## src/rtl/uart_block_rx_if.sv

```systemverilog
// rtl/uart_block_rx_if.sv - serial input and block-capture outputs of the UART block receiver
interface uart_block_rx_if #(
    parameter int BYTES = 48
);
    logic                 rx;
    logic [8*BYTES-1:0]   block_data;
    logic                 block_valid;
    logic [7:0]           byte_cnt;
    logic                 frame_err;
    logic                 timeout;

    // Receiver side: consumes the serial line, produces the assembled block
    modport master (
        input  rx,
        output block_data,
        output block_valid,
        output byte_cnt,
        output frame_err,
        output timeout
    );

    // Host side: drives the serial line, observes the block
    modport slave (
        output rx,
        input  block_data,
        input  block_valid,
        input  byte_cnt,
        input  frame_err,
        input  timeout
    );
endinterface

```

## src/rtl/uart_block_rx.sv

```systemverilog
// rtl/uart_block_rx.sv - 8N1 UART receiver assembling BYTES bytes into one block; UART_RX_PARITY_EN selects 8E1
module uart_block_rx #(
    parameter int CLK_FREQ  = 50_000_000,
    parameter int BAUD      = 115200,
    parameter int BYTES     = 48,
    parameter int IDLE_BITS = 32
) (
    input  logic              clk,
    input  logic              rst,
    uart_block_rx_if.master   bus
);
    localparam int CPB        = CLK_FREQ / BAUD;
    localparam int HALF       = CPB / 2;
    localparam int BAUD_W     = $clog2(CPB);
    localparam int IDLE_LIMIT = IDLE_BITS * CPB;
    localparam int IDLE_W     = $clog2(IDLE_LIMIT);
    localparam int BLK_W      = 8 * BYTES;

    typedef enum logic [2:0] {
        S_IDLE,
        S_START,
        S_DATA,
`ifdef UART_RX_PARITY_EN
        S_PARITY,
`endif
        S_STOP
    } state_t;

    state_t              state_q, state_d;
    logic                rx_meta_q, rx_sync_q, rx_prev_q;
    logic [BAUD_W-1:0]   baud_cnt_q;
    logic [2:0]          bit_cnt_q;
    logic [7:0]          shift_q;
`ifdef UART_RX_PARITY_EN
    logic                parity_q;
`endif
    logic [BLK_W-1:0]    block_buf_q;
    logic [BLK_W-1:0]    block_data_q;
    logic                block_valid_q;
    logic [7:0]          byte_cnt_q;
    logic                frame_err_q;
    logic                timeout_q;
    logic [IDLE_W-1:0]   idle_cnt_q;

    logic                start_edge;
    logic                baud_hit;
    logic                parity_ok;
    logic                stop_sample;
    logic                byte_ok;
    logic                byte_bad;
    logic                timeout_hit;

    // START waits only half a bit so every later sample lands mid-bit
    assign start_edge = (state_q == S_IDLE) && rx_prev_q && !rx_sync_q;
    assign baud_hit   = (state_q == S_START) ? (baud_cnt_q == BAUD_W'(HALF - 1))
                                             : (baud_cnt_q == BAUD_W'(CPB - 1));

    // Two-flop synchroniser plus previous value for falling-edge detection
    always_ff @(posedge clk) begin
        if (rst) begin
            rx_meta_q <= 1'b1;
            rx_sync_q <= 1'b1;
            rx_prev_q <= 1'b1;
        end else begin
            rx_meta_q <= bus.rx;
            rx_sync_q <= rx_meta_q;
            rx_prev_q <= rx_sync_q;
        end
    end

    // FSM state register
    always_ff @(posedge clk) begin
        if (rst) state_q <= S_IDLE;
        else     state_q <= state_d;
    end

    // FSM next-state logic
    always_comb begin
        state_d = state_q;
        case (state_q)
            S_IDLE:   if (start_edge) state_d = S_START;
            S_START:  if (baud_hit)   state_d = rx_sync_q ? S_IDLE : S_DATA;
`ifdef UART_RX_PARITY_EN
            S_DATA:   if (baud_hit && bit_cnt_q == 3'd7) state_d = S_PARITY;
            S_PARITY: if (baud_hit)   state_d = S_STOP;
`else
            S_DATA:   if (baud_hit && bit_cnt_q == 3'd7) state_d = S_STOP;
`endif
            S_STOP:   if (baud_hit)   state_d = S_IDLE;
            default:  state_d = S_IDLE;
        endcase
    end

    // FSM outputs: byte verdict at the stop sample and idle-timeout strobe
    always_comb begin
        parity_ok = 1'b1;
`ifdef UART_RX_PARITY_EN
        parity_ok = ((^shift_q) ^ parity_q) == 1'b0;
`endif
        stop_sample = (state_q == S_STOP) && baud_hit;
        byte_ok     = stop_sample && rx_sync_q && parity_ok;
        byte_bad    = stop_sample && !(rx_sync_q && parity_ok);
        timeout_hit = (state_q == S_IDLE) && (byte_cnt_q != 8'd0) && !start_edge
                      && (idle_cnt_q == IDLE_W'(IDLE_LIMIT - 1));
    end

    // Bit timing and data deserialisation, LSB first
    always_ff @(posedge clk) begin
        if (rst) begin
            baud_cnt_q <= '0;
            bit_cnt_q  <= 3'd0;
            shift_q    <= 8'd0;
        end else begin
            if (state_q == S_IDLE || baud_hit) baud_cnt_q <= '0;
            else                               baud_cnt_q <= baud_cnt_q + BAUD_W'(1);

            if (state_q == S_IDLE) begin
                bit_cnt_q <= 3'd0;
            end else if (state_q == S_DATA && baud_hit) begin
                bit_cnt_q <= bit_cnt_q + 3'd1;
                shift_q   <= {rx_sync_q, shift_q[7:1]};
            end
        end
    end

`ifdef UART_RX_PARITY_EN
    // Capture the received parity bit for checking at the stop sample
    always_ff @(posedge clk) begin
        if (rst)                                  parity_q <= 1'b0;
        else if (state_q == S_PARITY && baud_hit) parity_q <= rx_sync_q;
    end
`endif

    // Block assembly, completion pulse, error and timeout pulses
    always_ff @(posedge clk) begin
        if (rst) begin
            block_buf_q   <= '0;
            block_data_q  <= '0;
            block_valid_q <= 1'b0;
            byte_cnt_q    <= 8'd0;
            frame_err_q   <= 1'b0;
            timeout_q     <= 1'b0;
        end else begin
            block_valid_q <= 1'b0;
            frame_err_q   <= byte_bad;
            timeout_q     <= 1'b0;
            if (byte_ok) begin
                block_buf_q <= {block_buf_q[BLK_W-9:0], shift_q};
                if (byte_cnt_q == 8'(BYTES - 1)) begin
                    block_data_q  <= {block_buf_q[BLK_W-9:0], shift_q};
                    block_valid_q <= 1'b1;
                    byte_cnt_q    <= 8'd0;
                end else begin
                    byte_cnt_q <= byte_cnt_q + 8'd1;
                end
            end else if (timeout_hit) begin
                block_buf_q <= '0;
                byte_cnt_q  <= 8'd0;
                timeout_q   <= 1'b1;
            end
        end
    end

    // Idle timer runs only between bytes of a partial block; a start edge restarts it
    always_ff @(posedge clk) begin
        if (rst) begin
            idle_cnt_q <= '0;
        end else if (state_q == S_IDLE && byte_cnt_q != 8'd0 && !start_edge && !timeout_hit) begin
            idle_cnt_q <= idle_cnt_q + IDLE_W'(1);
        end else begin
            idle_cnt_q <= '0;
        end
    end

    assign bus.block_data  = block_data_q;
    assign bus.block_valid = block_valid_q;
    assign bus.byte_cnt    = byte_cnt_q;
    assign bus.frame_err   = frame_err_q;
    assign bus.timeout     = timeout_q;
endmodule

```

## src/flat_wrapper.sv

```systemverilog
// flat-port wrapper written by rule: the top's interface ports become plain ports
module uart_block_rx_flat 
#(
    parameter int CLK_FREQ  = 50_000_000,
    parameter int BAUD      = 115200,
    parameter int BYTES     = 48,
    parameter int IDLE_BITS = 32
)
  (clk, rst, bus_rx, bus_block_data, bus_block_valid, bus_byte_cnt, bus_frame_err, bus_timeout);
  uart_block_rx_if #(.BYTES(BYTES)) bus_i ();
  input  logic clk;
  input  logic rst;
  input wire logic [$bits(bus_i.rx)-1:0] bus_rx;
  output wire logic [$bits(bus_i.block_data)-1:0] bus_block_data;
  output wire logic [$bits(bus_i.block_valid)-1:0] bus_block_valid;
  output wire logic [$bits(bus_i.byte_cnt)-1:0] bus_byte_cnt;
  output wire logic [$bits(bus_i.frame_err)-1:0] bus_frame_err;
  output wire logic [$bits(bus_i.timeout)-1:0] bus_timeout;
  assign bus_i.rx = bus_rx;
  assign bus_block_data = bus_i.block_data;
  assign bus_block_valid = bus_i.block_valid;
  assign bus_byte_cnt = bus_i.byte_cnt;
  assign bus_frame_err = bus_i.frame_err;
  assign bus_timeout = bus_i.timeout;
  uart_block_rx #(.CLK_FREQ(CLK_FREQ), .BAUD(BAUD), .BYTES(BYTES), .IDLE_BITS(IDLE_BITS)) u_core (.clk(clk), .rst(rst), .bus(bus_i));
endmodule
```

## config.mk

```make
export PLATFORM = sky130hd
export DESIGN_NAME = uart_block_rx_flat
export DESIGN_NICKNAME = d
export VERILOG_FILES = /design/src/rtl/uart_block_rx_if.sv /design/src/rtl/uart_block_rx.sv /design/src/flat_wrapper.sv
export SDC_FILE = /design/constraint.sdc
export NUM_CORES = 1
export LEC_CHECK = 0
export BUFFER_PORTS_ARGS = -buffer_cell sky130_fd_sc_hd__buf_2
export CAP_MARGIN = 20
export CORE_MARGIN = 2
export CORE_UTILIZATION = 56
export CTS_CLUSTER_SIZE = 28
export DETAILED_ROUTE_END_ITERATION = 8
export PLACE_DENSITY = 0.78
export SLEW_MARGIN = 20
export SYNTH_ARGS = -nofsm -noshare
export SYNTH_HDL_FRONTEND = slang
export SYNTH_SLANG_ARGS = --single-unit
```

## constraint.sdc

```tcl
create_clock -name clk -period 2.78 [get_ports clk]
set_input_delay 0.139 -clock clk [delete_from_list [all_inputs] [get_ports clk]]
set_output_delay 0.139 -clock clk [all_outputs]
set_load 0.02 [all_outputs]
```

==> flow_summary.ini, run 1 <==
[die]
die_w_um = 225
core_area_um2 = 47900
ios = 398
dieHeight_um = 225
num_rows = 80
start_util = 0.569
die_area_um2 = 50500

[synth]
yosysUniqueCellTypes = 51
synthMuxAreaShare = 0.00404
synth_top_cell_area_share = 0.594
syn-num-nets = 3181
ys_seq_elements = 810
yosysWarnings = 0
syn_avg_cell_area_um2 = 8.60
syn_inst = 3172
synth_top_family_by_area = simple AND/OR/NAND/NOR gates
synth_area_leader_cell = dfxtp_1
synth_xor_area_frac = 0.00642
synth-adder-area-share = 0.00275
synth_flop_cell = dfxtp_1
synth_edf_count = 0
synthTopCellsByArea = dfxtp_1, nand2_1, o22ai_1, a21oi_1, clkbuf_1
netlist_area_um2 = 27300
ys_seq_area_frac = 0.594
yosys.area_share.simple = 0.180
ys_async_sr_fraction = 0
synth_compound_area_frac = 0.165

[hold_path]
worstHoldStart = bus_rx
min_to = u_core.rx_meta_q
hp-class = primary input to flip-flop
hold_depth = 3

[sta]
finalWorstPathRequiredPeriod_ps = 2490
slew_headroom = 0.334
setup_viol = 0
fmax_ghz = 0.401
skew_ps = 10.7
drv_slew = 0
final.setup.tns_ps = 0
tightest_slew_ps = 999
rsz0062_at_grt = no
final-hold-violation-count = 0
min_period_over_period = 0.897

[worst_setup_path]
reg2reg_depth = 9
cp_max_fo = 51
path_class = flip-flop to flip-flop
r2r_slack_ps = 290
required_ps = 3240
rr_startpoint = u_core.bus.byte_cnt[0]
cp-start-kind = flip-flop
cp-end-kind = flip-flop
timing.rr.end = u_core.block_buf_q[207]
critical_path_arrival_ps = 2950

[placed_design]
gp_congestion = 0.824
dp_hpwl_mm = 46.6
place_area_um2 = 29400
portBuffers = 397

[routing]
dr.pass1.iters = 6
drtIter0Drc = 2394
via_per_inst = 5.71
wirelength_mm = 72.5
ant_nets = 0
dr_total_vias = 23400
post_drt_wl_per_cell_um = 17.7
drc_errors = 0

[global_route]
first_global_vias = 21900
grt_overflow = 0
grt_start_max_net_pins = 215
antenna_found_initial = 1
grt_pass1_wl_mm = 113
globalRouteTotalUtil = 0.275

[finish]
synthToLayoutAreaGrowth_pct = 17.6
post-route-util = 0.669
layout-drive-gt1-share = 0.166
nNetsFinal = 3441
antenna_cells = 0
final_cell_area_um2 = 32100

[power]
power_density_nw_per_um2 = 706
irDropWorstVdd_mv = 0.504
leakage_nw = 12.0
power_mw = 22.7

[clock_tree]
path_clk_slew_ps = 60
cts_buffers = 77
clockBufferDepth = 3
clock_sinks = 810
htree_levels = 3
cts_tree = built
clk-insertion-delay-late_ps = 600
root_buffer = clkbuf_16

[status]
run_status = completed

[flow_run]
cap_violations = 0
-- per-layer routing --
layer / vias to the layer above / GRT usage / share of wire
met1: 11200 / 0.372 / 0.43
met3: 153 / 0.0496 / 0.063
met4: 2 / 0.0963 / 0.028
met2: 810 / 0.444 / 0.47
met5: - / 0 / 0.00018
li1: 11200 / - / -
-- placed cells by master, fill, tap and decap left out, drive strengths merged, types with 3 or more instances in the layout --
cell,Yosys,layout
nand2,1153,1153
nand4,5,5
buf,122,442
o21ai,5,5
nor3,3,3
clkinv,0,12
dfxtp,810,810
xnor2,10,10
nand2b,5,5
and3,6,6
clkbuf,141,110
a21oi,384,384
ha,6,6
xor2,10,10
o22ai,361,361
nand3,13,13
inv,19,20
o32ai,9,9
nor2,54,54
mux2i,11,11
bufinv,0,9
nor4b,5,5
a31o,8,8
or2,4,4
-- worst max-delay path by stage --
stage                                      start                       to  depth (start not counted)
after floorplan           u_core.bus.byte_cnt[0]   u_core.bus.byte_cnt[2]                          8
after global routing      u_core.bus.byte_cnt[0]  u_core.block_buf_q[208]                          9
after CTS                 u_core.bus.byte_cnt[0]  u_core.block_buf_q[208]                          9
after detailed placement  u_core.bus.byte_cnt[0]  u_core.block_buf_q[236]                          9
final                     u_core.bus.byte_cnt[0]  u_core.block_buf_q[207]                          9
after global placement    u_core.bus.byte_cnt[0]  u_core.block_buf_q[198]                          9
-- cells in the mapped netlist (all sizes together), types with 2 or more instances --
| master | n |
|---|---|
| xnor2 | 10 |
| buf | 122 |
| o32a | 2 |
| a21oi | 384 |
| nand2 | 1153 |
| inv | 19 |
| mux2i | 11 |
| dfxtp | 810 |
| and3 | 6 |
| o32ai | 9 |
| o21ai | 5 |
| nor2b | 2 |
| xor2 | 10 |
| a211oi | 2 |
| or3 | 2 |
| ha | 6 |
| clkbuf | 141 |
| nand2b | 5 |
| a311o | 2 |
| a31o | 8 |
| nand3 | 13 |
| o22ai | 361 |
| nor3 | 3 |
| nor4b | 5 |
| or2 | 4 |
| nor2 | 54 |
| o211ai | 2 |
| nand4 | 5 |
-- flip-flops by register name, indices dropped and copies added (netlist names) --
signal,count
u_core.rx_sync_q,1
u_core.block_buf_q,376
u_core.bit_cnt_q,3
u_core.bus.byte_cnt,8
u_core.bus.block_data,384
u_core.bus.frame_err,1
u_core.baud_cnt_q,9
u_core.rx_prev_q,1
u_core.rx_meta_q,1
u_core.bus.block_valid,1
u_core.bus.timeout,1
u_core.state_q,2
u_core.idle_cnt_q,14
u_core.shift_q,8
-- cell families after synthesis --
| kind of cell | count (synthesis) |
|---|---|
| flops | 810 |
| mux | 11 |
| xor+xnor | 20 |
| buf+inv | 282 |
| simple gates | 1262 |
| fa+ha+maj | 6 |
| compound gates | 781 |
-- critical path, stage by stage (launching register included) --
cell and delay (ps):
dfxtp_1 410, inv_1 80, ha_1 190, nor4b_1 150, a2111oi_2 580, nand2b_4 120, nand2_4 140, buf_12 220
buf_12 270, o22ai_1 130
-- metrics by stage --
| stage | cells | setup slack (ps) | hold WS [ps] |
|---|---|---|---|
| after CTS | 4101 | 329 | 263 |
| after detailed placement | 3966 | 345 | 332 |
| after floorplan | 3172 | 538 | 243 |
| after global placement | 3966 | 376 | 330 |
| final | 4101 | 288 | 320 |
| after global routing | 4101 | 196 | 295 |
-- area by class of cell --
class	count	area, µm²
clock inverter	23	347
multi-input combinational	2080	9800
inverter	19	78.8
timing repair buffer	444	2610
sequential	810	16200
fill	3777	15900
tap	615	769
clock buffer	110	2260
-- what timing repair did --
action | in CTS | in global routing
gates resized for setup | 0 | 0
setup buffers | 0 | 0
hold endpoints to repair | 50 | 0
hold buffers | 2 | 0
-- report_power, final --
| group | switching [mW] | total, mW | internal, mW |
|---|---|---|---|
| combinational | 0.188 | 0.209 | 0.0207 |
| sequential | 0.00404 | 11.6 | 11.6 |
| clock | 4.36 | 10.8 | 6.47 |
| total | 4.55 | 22.7 | 18.1 |
(Power assumes the default switching activity.)
==> run 2, diff against run 1 <==
Settings changed: CORE_UTILIZATION 56 to 40, MAX_ROUTING_LAYER set to met4, PLACE_DENSITY 0.78 to unset.
==> run 2 against run 1 <==
Net effect: worst hold slack got worse by 250 ps; clock skew increased by 6.1 ps; die area grew 39%; clock power hardly changed; first-iteration DRC count fell by 34%; sequential share of layout area shrank 0.93 points; clock-buffer cell count rose by 12; flip-flop and latch count stayed put; critical path depth did not move; critical endpoint is now u_core.block_buf_q[57]; largest cell class unchanged; largest power group unchanged; highest routed layer is now met4.
==> flow_summary.ini, run 2 (synthesis results as in run 1) <==
[status]
run_status = completed

[placed_design]
place_ws_ps = 309
dp_hpwl_mm = 48.5
gp_congestion = 0.824
dp_cells = 4230
portBuffers = 397

[die]
dieHeight_um = 265
start_util = 0.405
ios = 398
num_rows = 95
die_area_um2 = 70300
die_w_um = 265
core_area_um2 = 67400

[sta]
rsz0062_at_grt = no
slew_headroom = 0.211
setup_viol = 0
tightest_slew_ps = 1180
min_period_over_period = 0.905
fmax_ghz = 0.398
drv_slew = 0
postLayoutSetupSlackWorst_ps = 265
final-hold-violation-count = 0
final.setup.tns_ps = 0
finalWorstPathRequiredPeriod_ps = 2520
skew_ps = 16.8

[routing]
drtIter0Drc = 1587
highest_layer = met4
wl_met2_mm = 34.2
dr.pass1.iters = 5
via_per_inst = 5.16
ant_nets = 0
drc_errors = 0
wirelength_mm = 75.1
met1Wirelength_mm = 35.2
post_drt_wl_per_cell_um = 17.2
dr_total_vias = 22600
wl_met3_mm = 4.40

[finish]
final_common_cell = nand2_1
register_area_um2 = 16200
final_cell_mix = nand2_1, dfxtp_1, buf_2
synthToLayoutAreaGrowth_pct = 19.8
multi_input_area_um2 = 9800
nNetsFinal = 3454
nFillCells = 6580
stdcell_count = 4376
largest_register_ffs = 384
antenna_cells = 0
layout-drive-gt1-share = 0.170

[global_route]
globalRouteTotalUtil = 0.210
grt_pass1_wl_mm = 117
antenna_found_initial = 0
first_global_vias = 20900
grt_start_max_net_pins = 227
grt_overflow = 0

[clock_tree]
root_buffer = clkbuf_16
clk-insertion-delay-late_ps = 610
clock_sinks = 810
cts_tree = built
ctsResizeCount = 0
cts_buffers = 85
htree_levels = 3
path_clk_slew_ps = 60
clockBufferDepth = 3

[worst_setup_path]
cp-end-kind = flip-flop
cp_slowest_cell = a2111oi_2
critical_path_arrival_ps = 2970
reg2reg_depth = 9
cp_max_fo = 40
rr_startpoint = u_core.bus.byte_cnt[0]
timing.rr.end = u_core.block_buf_q[57]
path_cells = inv_1 > ha_1 > nor4b_1 > a2111oi_2 > nand2b_4 > nand2_4 > buf_12 > buf_12 > o22ai_1
r2r_slack_ps = 260
required_ps = 3230
cp-start-kind = flip-flop
max_stage_delay_ps = 630
crit_top_cell = buf_12
path_class = flip-flop to flip-flop

[hold_path]
hp-class = primary input to flip-flop
worstHoldStart = rst
hold_depth = 4
min_to = u_core.bus.byte_cnt[3]

[power]
leakage_nw = 12.1
power_density_nw_per_um2 = 703
irDropWorstVdd_mv = 0.451

[flow_run]
cap_violations = 0
==> run 2: cell types whose count changed in the layout (fill, tap and decap cells not counted), sizes merged <==
cell / delta
buf: +6
bufinv: -5
clkbuf: +12
clkinv: +3
clkinvlp: +1
dlygate4sd3: -1
inv: +1
==> run 2: worst max path at each step <==
| stage | endpoint | cells after the start | start | slack (ps) |
|---|---|---|---|---|
| floorplan | u_core.bus.byte_cnt[2] | 8 | u_core.bus.byte_cnt[0] | 540 |
| global placement | u_core.block_buf_q[71] | 6 | u_core.baud_cnt_q[3] | 350 |
| detailed placement | u_core.block_buf_q[57] | 9 | u_core.bus.byte_cnt[0] | 310 |
| CTS | u_core.block_buf_q[57] | 9 | u_core.bus.byte_cnt[0] | 280 |
| global route | u_core.block_buf_q[67] | 9 | u_core.bus.byte_cnt[0] | 90 |
| finish | u_core.block_buf_q[57] | 9 | u_core.bus.byte_cnt[0] | 260 |
==> run 2: per-stage QoR <==
stage               hold WS (ps)  utilization  instance area, µm²  power [mW]
floorplan                    243            -               27300        12.0
global placement             377        0.444               29900        12.1
detailed placement           377        0.444               29900        12.1
CTS                         52.0        0.485               32700        23.3
global route                90.2        0.485               32700        23.7
finish                      65.1        0.485               32700        23.0
==> run 2: critical path, delay by kind of cell (launching register included) <==
kind	cells	cell delay [ps]
flops	1	400
fa+ha+maj	1	190
buf+inv	3	540
simple gates	3	480
compound gates	2	740
==> run 2: layout make-up <==
type                            count  share of cell area
Multi-Input combinational cell   2080               0.300
Tap cell                          873              0.0334
Sequential cell                   810               0.496
Inverter                           19             0.00241
Timing Repair Buffer              449              0.0839
Clock buffer                      122              0.0759
Clock inverter                     23             0.00812
==> run 2: what timing repair did <==
action	CTS	global route
hold buffers	1	0
buffers inserted	0	0
hold endpoints to repair	1	0
==> run 2: per-layer routing <==
layer  vias up  track usage
met2       571        0.314
met3        78       0.0397
met4         0       0.0536
met1     10600        0.293
li1      11300            -
met5         -            -
==> run 2: report_power, final <==
group	internal (mW)	switching [mW]	leakage, nW
clock network	6.56	4.58	1.35
logic	0.0261	0.200	4.20
registers	11.6	0.00259	6.52
